### config.mk
export PLATFORM = sky130hd
export DESIGN_NAME = seq_counter_gen2_flat
export DESIGN_NICKNAME = d
export VERILOG_FILES = /design/src/rtl/seq_counter_gen2_if.sv /design/src/rtl/seq_counter_gen2.sv /design/src/flat_wrapper.sv
export SDC_FILE = /design/constraint.sdc
export NUM_CORES = 1
export LEC_CHECK = 0
export CAP_MARGIN = 5
export CORE_UTILIZATION = 30
export DETAILED_ROUTE_END_ITERATION = 10
export GPL_TIMING_DRIVEN = 0
export HOLD_SLACK_MARGIN = 0.05
export SETUP_SLACK_MARGIN = 0.5
export SYNTH_ARGS = -nofsm -noshare
export SYNTH_HDL_FRONTEND = slang
export SYNTH_SLANG_ARGS = --single-unit
export TNS_END_PERCENT = 100
### constraint.sdc
create_clock -name clk -period 8 [get_ports clk]
set_input_delay 1.6 -clock clk [delete_from_list [all_inputs] [get_ports clk]]
set_output_delay 1.6 -clock clk [all_outputs]
set_load 0.005 [all_outputs]
### src/rtl/seq_counter_gen2_if.sv
// Control/status bundle for the parametrised up/down sequence counter.
// The master drives the controls and the slave (the counter) returns count, tc and wrap status.
interface seq_counter_gen2_if #(
    parameter int WIDTH  = 8,
    parameter int WRAP_W = 4
);
    logic              clr;
    logic              en;
    logic              up;
    logic              sat_mode;
    logic              load;
    logic [WIDTH-1:0]  load_val;
    logic [WIDTH-1:0]  max_val;
    logic [WIDTH-1:0]  count;
    logic              tc;
    logic              wrap;
    logic [WRAP_W-1:0] wrap_cnt;

    modport master (
        output clr, en, up, sat_mode, load, load_val, max_val,
        input  count, tc, wrap, wrap_cnt
    );

    modport slave (
        input  clr, en, up, sat_mode, load, load_val, max_val,
        output count, tc, wrap, wrap_cnt
    );
endinterface

### src/rtl/seq_counter_gen2.sv
// Up/down sequence counter over 0..max_val with wrap or saturate at the bounds.
// It also has sync clear, parallel load, a terminal-count flag and a wrap-event counter.
module seq_counter_gen2 #(
    parameter int WIDTH     = 8,
    parameter int RESET_VAL = 0,
    parameter int WRAP_W    = 4
) (
    input  logic                clk,
    input  logic                rst_n,
    seq_counter_gen2_if.slave   bus
);
    localparam logic [WIDTH-1:0]  RESET_CNT = WIDTH'(RESET_VAL);
    localparam logic [WIDTH-1:0]  ONE_CNT   = WIDTH'(1);
    localparam logic [WRAP_W-1:0] ONE_WRAP  = WRAP_W'(1);

    logic [WIDTH-1:0]  count_q, count_d;
    logic              wrap_q, wrap_d;
    logic [WRAP_W-1:0] wrap_cnt_q, wrap_cnt_d;
    logic              wrap_event;
    logic              at_top;
    logic              at_bottom;

    // Up direction: a count already at or above max_val counts as being at the top bound.
    assign at_top    = (count_q >= bus.max_val);
    assign at_bottom = (count_q == '0);

    always_comb begin
        count_d    = count_q;
        wrap_cnt_d = wrap_cnt_q;
        wrap_event = 1'b0;
        if (bus.clr) begin
            count_d    = RESET_CNT;
            wrap_cnt_d = '0;
        end else if (bus.load) begin
            count_d = (bus.load_val > bus.max_val) ? bus.max_val : bus.load_val;
        end else if (bus.en) begin
            if (bus.up) begin
                if (!at_top) begin
                    count_d = count_q + ONE_CNT;
                end else if (bus.sat_mode) begin
                    count_d = bus.max_val;
                end else begin
                    count_d    = '0;
                    wrap_event = 1'b1;
                end
            end else begin
                // Down direction: pull an out-of-range count back to max_val before decrementing.
                if (count_q > bus.max_val) begin
                    count_d = bus.max_val;
                end else if (!at_bottom) begin
                    count_d = count_q - ONE_CNT;
                end else if (!bus.sat_mode) begin
                    count_d    = bus.max_val;
                    wrap_event = 1'b1;
                end
            end
        end
        wrap_d = wrap_event;
        if (wrap_event) begin
            wrap_cnt_d = wrap_cnt_q + ONE_WRAP;
        end
    end

    always_ff @(posedge clk or negedge rst_n) begin
        if (!rst_n) begin
            count_q    <= RESET_CNT;
            wrap_q     <= 1'b0;
            wrap_cnt_q <= '0;
        end else begin
            count_q    <= count_d;
            wrap_q     <= wrap_d;
            wrap_cnt_q <= wrap_cnt_d;
        end
    end

    assign bus.count    = count_q;
    assign bus.wrap     = wrap_q;
    assign bus.wrap_cnt = wrap_cnt_q;
    assign bus.tc       = bus.en & ~bus.clr & ~bus.load & (bus.up ? at_top : at_bottom);
endmodule

### src/flat_wrapper.sv
// flat-port wrapper written by rule: the top's interface ports become plain ports
module seq_counter_gen2_flat 
#(
    parameter int WIDTH     = 8,
    parameter int RESET_VAL = 0,
    parameter int WRAP_W    = 4
)
  (clk, rst_n, bus_clr, bus_en, bus_up, bus_sat_mode, bus_load, bus_load_val, bus_max_val, bus_count, bus_tc, bus_wrap, bus_wrap_cnt);
  seq_counter_gen2_if #(.WIDTH(WIDTH), .WRAP_W(WRAP_W)) bus_i ();
  input  logic clk;
  input  logic rst_n;
  input wire logic [$bits(bus_i.clr)-1:0] bus_clr;
  input wire logic [$bits(bus_i.en)-1:0] bus_en;
  input wire logic [$bits(bus_i.up)-1:0] bus_up;
  input wire logic [$bits(bus_i.sat_mode)-1:0] bus_sat_mode;
  input wire logic [$bits(bus_i.load)-1:0] bus_load;
  input wire logic [$bits(bus_i.load_val)-1:0] bus_load_val;
  input wire logic [$bits(bus_i.max_val)-1:0] bus_max_val;
  output wire logic [$bits(bus_i.count)-1:0] bus_count;
  output wire logic [$bits(bus_i.tc)-1:0] bus_tc;
  output wire logic [$bits(bus_i.wrap)-1:0] bus_wrap;
  output wire logic [$bits(bus_i.wrap_cnt)-1:0] bus_wrap_cnt;
  assign bus_i.clr = bus_clr;
  assign bus_i.en = bus_en;
  assign bus_i.up = bus_up;
  assign bus_i.sat_mode = bus_sat_mode;
  assign bus_i.load = bus_load;
  assign bus_i.load_val = bus_load_val;
  assign bus_i.max_val = bus_max_val;
  assign bus_count = bus_i.count;
  assign bus_tc = bus_i.tc;
  assign bus_wrap = bus_i.wrap;
  assign bus_wrap_cnt = bus_i.wrap_cnt;
  seq_counter_gen2 #(.WIDTH(WIDTH), .RESET_VAL(RESET_VAL), .WRAP_W(WRAP_W)) u_core (.clk(clk), .rst_n(rst_n), .bus(bus_i));
endmodule
==> results.cfg <==
[setup_path]
path_max_fanout = 4
required_ns = 6.40
cp-start-kind = primary input
crit_type = in2out
critical_path_arrival_ns = 4.01
cp-end-kind = output port

[sta]
fmax_mhz = 178
fin_skew_ns = 0.0120
finalHoldViolCount = 0
setup-violations-final = 0
tns_ns = 0
tightest_slew_ns = 0.906
maxSlewViolCount = 0
rsz0062_at_grt = false
slew_headroom_pct = 39.5
period_minus_slack_ns = 5.61
hold_slack_ns = 0.572
fin_crit_sh_pct = 70.1

[routing]
vias_per_cell = 5.11
drtIter0Drc = 123
vias = 1570
post_drt_wl_per_cell_um = 14.9
firstDrtPassIters = 4
routed_wl_um = 4590
ant_nets = 0
drcViolationCount = 0

[logic_synthesis]
synth_fp_nets = 241
ys_warn_count = 0
synthArstFlopShare_pct = 100
ys_types = 38
synth_seq_cells = 13
synthFlopType = dfrtp_1
synthCells = 198
ys_seq_area_share_pct = 19.7
synth-edff-count = 0
synth_area_leader_cell = dfrtp_1
synth_area_mm2 = 0.00165
synth_area_leaders = dfrtp_1 20%, ha_1 15%, mux2i_1 12%
netlist.area_leader.share_pct = 19.7
avgSynthCellArea_um2 = 8.33

[die]
num_io_pins = 37
die_area_mm2 = 0.00580
core_mm2 = 0.00520
rows = 26
floorplan.initialDensity_pct = 31.7
die_x_um = 76.1
die_h_um = 76.1

[global_routing]
grt_pass1_vias = 1604
grt_overflow = 0
track_usage_pct = 16.9
grt_pass1_wl_um = 7820
antenna_found_initial = 0
grt_max_degree = 14

[final_layout]
drive_gt1_share_pct = 6.33
num_antenna_cells = 0
fillers = 550
final_common_cell = clkdlybuf4s50_1
final_cell_mix = 34 x clkdlybuf4s50_1, 20 x ha_1, 19 x nand2_1, 19 x mux2i_1
area_growth_pct = 29.1
fin_util_pct = 40.9
final_nets = 281

[flow_run]
maxCapViolCount = 0

[clock_tree]
cts_buffers = 3
hold_buffers = 0
postCtsSetupBuffers = 0
clk_pin_slew_ns = 0.06
worstSkewPairLatency_ns = 0.25
cts_resized = 0
cts_sinks = 13
h-tree-depth = 1
cts_tree = done
cts.path.max_buffers = 2
cts-root-buf = clkbuf_8

[pwr]
irDropWorstVdd_mv = 0.0613
power.total_mw = 0.298
p_leak_nw = 0.940
powerDensity_mw_per_mm2 = 140

[placement]
gp_congestion = 0.827
port_buffers = 34
dp_hpwl_um = 3520

[min_path]
hp-class = reg2reg

[status]
status = finished, final reports clean
[kinds of logic after synthesis]
group                    Yosys count  synth area share (%)
adder cells (fa/ha/maj)           20                  15.2
buffers and inverters             23                  6.45
AO/OA/AOI/OAI                     43                  18.8
flip-flops                        13                  19.7
AND/OR/NAND/NOR                   64                  19.5
XOR/XNOR                          14                  7.44
multiplexers                      21                  12.9
[cell type report]
| cell class | count | area [um2] | area share (%) |
|---|---|---|---|
| plain buffers | 8 | 50.0 | 2.35 |
| clock buffers | 4 | 45.0 | 2.12 |
| repair buffers | 35 | 348 | 16.3 |
| well taps | 70 | 87.6 | 4.11 |
| flip-flops and latches | 13 | 325 | 15.3 |
| multi-input cells | 162 | 1220 | 57.2 |
| inverters | 15 | 56.3 | 2.64 |
[cell usage after synthesis, drive strengths merged (2+ instances only)]
master  instances
ha             20
mux2i          19
nand2          19
a21oi          15
inv            15
nor2           15
dfrtp          13
xnor2          10
a221o           8
a32o            6
nand3           5
or2             5
and3            4
buf             4
clkbuf          4
nor2b           4
o21ai           4
xor2            4
nand4           3
or3             3
a21o            2
a31oi           2
mux2            2
o211ai          2
[report_power, final]
part           leakage (nW)  switching (mW)  internal (mW)  total, mW
clock                0.0228          0.0280         0.0353     0.0632
sequential            0.174          0.0104         0.0709     0.0814
combinational         0.743          0.0736         0.0802      0.154
[state kept, by name, indices dropped and copies added (netlist names)]
name                 count
u_core.bus.count         8
u_core.bus.wrap          1
u_core.bus.wrap_cnt      4
[path summary, 6_finish.rpt]
path / from / to / slack, ns / cells past startpoint
max in group asynchronous: rst_n / u_core.bus.count[1] / 5.84 / 1
min in group asynchronous: rst_n / u_core.bus.count[6] / 1.74 / 1
worst min register to register: u_core.bus.wrap_cnt[2] / u_core.bus.wrap_cnt[2] / 0.57 / 2
worst max-delay path: bus_max_val[7] / bus_tc / 2.39 / 8
worst min-delay path: u_core.bus.wrap_cnt[2] / u_core.bus.wrap_cnt[2] / 0.57 / 2
worst max register to register: u_core.bus.count[2] / u_core.bus.count[1] / 4.88 / 7
[per-layer routing]
layer,routed length (um),global-route usage (%),up-vias
met5,0,0,-
met4,36,4.62,0
met3,177,2.04,5
met2,2160,29.0,33
met1,2220,22.2,731
li1,-,-,801
[critical path: stages]
cell	delay, ns
clkdlybuf4s50_1	0.53
inv_1	0.08
ha_1	0.31
nand2_1	0.05
o21ai_0	0.39
o21ai_0	0.28
a21oi_1	0.22
clkdlybuf4s50_1	0.53
[per-stage QoR]
step,cells,cell area (um2),setup slack [ns]
2_1_floorplan,198,1650,3.69
3_5_place_dp,302,2080,2.41
4_1_cts,306,2120,2.40
5_1_grt,307,2130,2.22
3_3_place_gp,302,2080,2.44
6_report,307,2130,2.39
No activity file was read; power rests on OpenSTA's default activity.
